`src/rtl/neuron_layer_pkg.sv`:
```
// neuron_layer_pkg: shared definitions for the neuron layer sequencer.
//   - State encoding (IDLE=0, ISSUE=1, WAIT=2, DONE=3) and the typed FSM enum.
//   - requant(): ReLU + arithmetic right shift + unsigned saturation, with the
//     accumulator width, output width and shift passed in as arguments.
package neuron_layer_pkg;

    localparam logic [1:0] IDLE  = 2'd0;
    localparam logic [1:0] ISSUE = 2'd1;
    localparam logic [1:0] WAIT  = 2'd2;
    localparam logic [1:0] DONE  = 2'd3;

    typedef enum logic [1:0] {
        StIdle  = IDLE,
        StIssue = ISSUE,
        StWait  = WAIT,
        StDone  = DONE
    } state_e;

    // raw holds a width_acc-bit two's complement value in its low bits; the
    // upper bits are ignored. Result is zero-extended to 64 bits.
    function automatic logic [63:0] requant(input logic [63:0] raw,
                                            input int unsigned width_acc,
                                            input int unsigned width_out,
                                            input int unsigned shift);
        logic signed [63:0] acc;
        logic signed [63:0] t;
        logic [63:0]        max_val;
        logic [63:0]        res;
        // Sign-extend from width_acc to 64 bits.
        acc     = $signed(raw << (64 - width_acc)) >>> (64 - width_acc);
        t       = acc >>> shift;
        max_val = (64'd1 << width_out) - 64'd1;
        if (acc < 64'sd0) begin
            res = '0;
        end else if ($unsigned(t) > max_val) begin
            res = max_val;
        end else begin
            res = $unsigned(t);
        end
        return res;
    endfunction

endpackage

```
`src/rtl/neuron_layer_sequencer_requant.sv`:
```
// neuron_requant: combinational ReLU / shift / saturate stage.
// Ports:
//   acc  in   WIDTH_ACC  signed accumulator value (two's complement)
//   act  out  WIDTH_OUT  requantized unsigned activation
module neuron_requant
    import neuron_layer_pkg::*;
#(
    parameter int unsigned WIDTH_ACC = 32,
    parameter int unsigned WIDTH_OUT = 8,
    parameter int unsigned SHIFT     = 7
) (
    input  logic [WIDTH_ACC-1:0] acc,
    output logic [WIDTH_OUT-1:0] act
);

    always_comb begin
        act = WIDTH_OUT'(requant(64'(acc), WIDTH_ACC, WIDTH_OUT, SHIFT));
    end

endmodule

```
`src/rtl/neuron_layer_sequencer.sv`:
```
// neuron_layer_sequencer: issues one shared neuron per output index, waits for
// its done strobe, requantizes the result and stores it in a flattened vector.
// Optional macro ARGMAX_EN adds a running argmax over the stored activations.
// Ports:
//   clk            in   rising-edge clock
//   reset_n        in   asynchronous active-low reset
//   layer_go       in   start pulse, accepted only in IDLE
//   neuron_go      out  one-cycle start pulse to the neuron
//   neuron_sel     out  index of the active neuron
//   neuron_done    in   one-cycle completion strobe from the neuron
//   neuron_result  in   signed neuron output, valid with neuron_done
//   layer_out      out  activations; slot i at [(i+1)*WIDTH_OUT-1 -: WIDTH_OUT]
//   busy           out  pass in progress
//   layer_done     out  one-cycle pulse when all results are stored
//   argmax_idx     out  (ARGMAX_EN) lowest index holding the maximum activation
//   argmax_valid   out  (ARGMAX_EN) argmax_idx final for the completed pass
module neuron_layer_sequencer
    import neuron_layer_pkg::*;
#(
    parameter int unsigned NUM_NEURONS = 10,
    parameter int unsigned WIDTH_ACC   = 32,
    parameter int unsigned WIDTH_OUT   = 8,
    parameter int unsigned SHIFT       = 7,
    localparam int unsigned SEL_W      = $clog2(NUM_NEURONS)
) (
    input  logic                             clk,
    input  logic                             reset_n,
    input  logic                             layer_go,
    output logic                             neuron_go,
    output logic [SEL_W-1:0]                 neuron_sel,
    input  logic                             neuron_done,
    input  logic [WIDTH_ACC-1:0]             neuron_result,
`ifdef ARGMAX_EN
    output logic [SEL_W-1:0]                 argmax_idx,
    output logic                             argmax_valid,
`endif
    output logic [WIDTH_OUT*NUM_NEURONS-1:0] layer_out,
    output logic                             busy,
    output logic                             layer_done
);

    state_e                           state_q, state_d;
    logic [SEL_W-1:0]                 sel_q, sel_d;
    logic [WIDTH_OUT*NUM_NEURONS-1:0] out_q, out_d;
    logic [WIDTH_OUT-1:0]             act;
    logic                             last;

    neuron_requant #(
        .WIDTH_ACC (WIDTH_ACC),
        .WIDTH_OUT (WIDTH_OUT),
        .SHIFT     (SHIFT)
    ) u_requant (
        .acc (neuron_result),
        .act (act)
    );

    assign last = (sel_q == SEL_W'(NUM_NEURONS - 1));

    always_ff @(posedge clk or negedge reset_n) begin
        if (!reset_n) begin
            state_q <= StIdle;
            sel_q   <= '0;
            out_q   <= '0;
        end else begin
            state_q <= state_d;
            sel_q   <= sel_d;
            out_q   <= out_d;
        end
    end

    always_comb begin
        state_d = state_q;
        sel_d   = sel_q;
        out_d   = out_q;
        unique case (state_q)
            StIdle: begin
                if (layer_go) begin
                    state_d = StIssue;
                    sel_d   = '0;
                    out_d   = '0;
                end
            end
            StIssue: state_d = StWait;
            StWait: begin
                if (neuron_done) begin
                    out_d[sel_q*WIDTH_OUT +: WIDTH_OUT] = act;
                    if (last) begin
                        state_d = StDone;
                    end else begin
                        sel_d   = sel_q + 1'b1;
                        state_d = StIssue;
                    end
                end
            end
            StDone:  state_d = StIdle;
            default: state_d = StIdle;
        endcase
    end

    assign neuron_go  = (state_q == StIssue);
    assign busy       = (state_q != StIdle);
    assign layer_done = (state_q == StDone);
    assign neuron_sel = sel_q;
    assign layer_out  = out_q;

`ifdef ARGMAX_EN
    logic [WIDTH_OUT-1:0] max_q;
    logic [SEL_W-1:0]     idx_q;
    logic                 valid_q;

    // Strict compare keeps the lowest index on ties; valid rises on the edge
    // that enters DONE so it lines up with layer_done.
    always_ff @(posedge clk or negedge reset_n) begin
        if (!reset_n) begin
            max_q   <= '0;
            idx_q   <= '0;
            valid_q <= 1'b0;
        end else if (state_q == StIdle && layer_go) begin
            max_q   <= '0;
            idx_q   <= '0;
            valid_q <= 1'b0;
        end else if (state_q == StWait && neuron_done) begin
            if (act > max_q) begin
                max_q <= act;
                idx_q <= sel_q;
            end
            if (last) begin
                valid_q <= 1'b1;
            end
        end
    end

    assign argmax_idx   = idx_q;
    assign argmax_valid = valid_q;
`endif

endmodule

```
`config.mk`:
```
export PLATFORM = sky130hd
export DESIGN_NAME = neuron_layer_sequencer
export DESIGN_NICKNAME = d
export VERILOG_FILES = /design/src/rtl/neuron_layer_pkg.sv /design/src/rtl/neuron_layer_sequencer_requant.sv /design/src/rtl/neuron_layer_sequencer.sv
export SDC_FILE = /design/constraint.sdc
export NUM_CORES = 1
export LEC_CHECK = 0
export CAP_MARGIN = 20
export CORE_ASPECT_RATIO = 1.2
export CORE_MARGIN = 2
export CORE_UTILIZATION = 55
export CTS_BUF_LIST = sky130_fd_sc_hd__clkbuf_8
export CTS_CLUSTER_SIZE = 40
export DETAILED_ROUTE_END_ITERATION = 10
export DONT_BUFFER_PORTS = 1
export HOLD_SLACK_MARGIN = 0.12
export PLACE_DENSITY = 0.7
export SLEW_MARGIN = 20
export SYNTH_ARGS = -nofsm -noshare
export SYNTH_HDL_FRONTEND = slang
export SYNTH_SLANG_ARGS = --single-unit
```
`constraint.sdc`:
```
create_clock -name clk -period 2.73 [get_ports clk]
set_clock_uncertainty 0.1 [all_clocks]
set_input_delay 0.546 -clock clk [delete_from_list [all_inputs] [get_ports clk]]
set_output_delay 0.546 -clock clk [all_outputs]
set_load 0.03 [all_outputs]
```
==> metrics.csv <==
metric;value;unit
grt_pass1_wl;15.2;mm
cts_tree;done;
cts_sinks;86;
synth_flop_cell;dfrtp_1;
worstPathArrival;2710;ps
relSlewSlack;51.9;%
syn-instance-count;305;
ys_seq_area_share;57.3;%
drv_cap;0;
final_antenna_net_count;0;
peakVddDrop;0.000531;V
drive_above_1_share;15.3;%
syn_area;0.00376;sq mm
wl_per_cell;23.3;microns
synth_cell_types;44;
slew_viol_final;0;
grt.total_usage;26.5;%
timing.setup.tns;0;ps
cp-start-kind;register;
portBuffers;0;
synth_commonest_cells;86 x dfrtp_1, 32 x o2bb2ai_1, 24 x a32o_1, 23 x nand2_1, 16 x a22o_1;
routed.top_layer;met4;
setup_violations;0;
initial_core_util;55.8;%
syn_nets;345;
cp_max_fo;8;
routed_wl;9.50;mm
yosys.area.top_type;dfrtp_1;
ctsHtreeMaxLevel;3;
die_x;79.5;microns
rows;33;
dp_hpwl;6.69;mm
status;finished clean;
drc;0;
fmax;389;MHz
m1WireLength;3.81;mm
synth_edf_count;0;
diodes;0;
total_leakage_power;1.83;nW
power_density;823;mW/mm^2
wl_met3;909;microns
synthTopCellsByArea;dfrtp_1 57%, o2bb2ai_1 7.5%, a32o_1 6.4%, a22o_1 3.7%, nor4_2 3.0%;
grt_pass1_vias;2757;
die_area;0.00751;sq mm
cts_root_buffer;clkbuf_8;
numCtsBuffers;9;
worst_setup_path_end_kind;register;
initialDrtViolationCount;154;
synth_top_area_share;57.3;%
async_reset_ff_share;100;%
yosys_register_bits;86;
via_per_inst;6.81;
worst_pin_slew;722;ps
rsz0062_at_grt;false;
clock_latency;350;ps
hold_viol_final;0;
hp-class;primary input to register;
fp.dieH;94.6;microns
clk_path_buf_depth;2;
postLayoutSetupSlackWorst;161;ps
met2_length;4.70;mm
preCtsSetupSlack;175;ps
num_vias;2773;
nets;355;
gp_congestion;0.895;
synthToLayoutAreaGrowth;10.5;%
yosys_warnings;0;
synth_most_common_cell;dfrtp_1;
finalCritPeriodShare;94.1;%
clkTransAtPathRegs;90;ps
syn_avg_cell_area;12.3;sq um
critPathKind;register to register;
core_area;0.00673;sq mm
antenna_found_initial;0;
period_needed;2570;ps
required;2870;ps
pin_count;123;
nFillCells;562;
grt_max_degree;87;
first_pass_iters;4;
overflow;0;
final cells by class:
type	count	area [sq um]	area share (%)
multi-input cells	194	1500	36.2
inverters	6	22.5	0.542
flip-flops and latches	86	2150	51.8
clock inverters	7	85.1	2.05
clock buffers	9	124	2.98
repair buffers	18	158	3.80
well taps	87	109	2.62
repair_timing:
| item | 4_1_cts | 5_1_grt |
|---|---|---|
| endpoints found under the hold margin | 86 | 0 |
| setup buffers | 0 | 0 |
| resized for setup | 0 | 0 |
| setup endpoints to repair | 0 | 0 |
| hold buffers | 2 | 0 |
flip-flops by register name (all words and copies together) (netlist names):
signal and cells:
layer_out 80, neuron_sel 4, state_q 2
logic make-up after synthesis:
| kind of cell | share of synthesized area (%) |
|---|---|
| adder cells (fa/ha/maj) | 1.33 |
| XOR/XNOR | 0.233 |
| AND/OR/NAND/NOR | 14.8 |
| flip-flops | 57.3 |
| AO/OA/AOI/OAI | 23.6 |
| buffers and inverters | 2.73 |
placed cells by master, fill, tap and decap left out, types with 7 or more instances in the layout:
cell type,n
a32o_1,24
o21ai_0,7
a22o_1,16
nor4_2,9
nand2_1,23
o221ai_1,8
buf_4,16
dfrtp_1,86
o2bb2ai_1,32
clkbuf_8,9
stage by stage:
step / power [mW] / instances / util [%] / hold WS, ps / area, sq um
after detailed placement: 2.50 / 389 / 58.1 / 154 / 3910
final: 3.42 / 407 / 61.7 / 287 / 4150
after CTS: 3.44 / 407 / 61.7 / 275 / 4150
after floorplan: 2.27 / 305 / - / 150 / 3760
after global placement: 2.49 / 389 / 58.1 / 154 / 3910
after global routing: 3.60 / 407 / 61.7 / 293 / 4150
critical path, cell delays in order (launching register included):
cell	delay (ps)
dfrtp_1	510
nor3_1	340
ha_1	280
nand2_1	120
o31ai_4	340
nand4b_1	380
a32o_1	390
power breakdown:
group          leakage, nW  total (mW)  switching [mW]  internal, mW
clock                0.103       0.912           0.477         0.435
sequential            1.19        1.66           0.283          1.38
combinational        0.533       0.849           0.559         0.291
total                 1.83        3.42            1.32          2.10
layer usage:
| layer | vias up | global-route usage, % |
|---|---|---|
| met5 | - | 0 |
| met4 | 0 | 7.04 |
| met3 | 8 | 9.85 |
| met2 | 126 | 41.3 |
| met1 | 1407 | 35.0 |
| li1 | 1232 | - |
final timing paths:
check | startpoint | to | slack, ps | cells past startpoint
min in group asynchronous | reset_n | neuron_sel[1] | 640 | 2
worst min register to register | neuron_sel[0] | neuron_sel[0] | 560 | 1
worst max-delay path | neuron_sel[2] | layer_out[66] | 160 | 6
worst min-delay path | neuron_done | neuron_sel[1] | 290 | 2
max in group asynchronous | reset_n | state_q[0] | 1520 | 2
worst max register to register | neuron_sel[2] | layer_out[66] | 160 | 6
(Power assumes the default switching activity.)
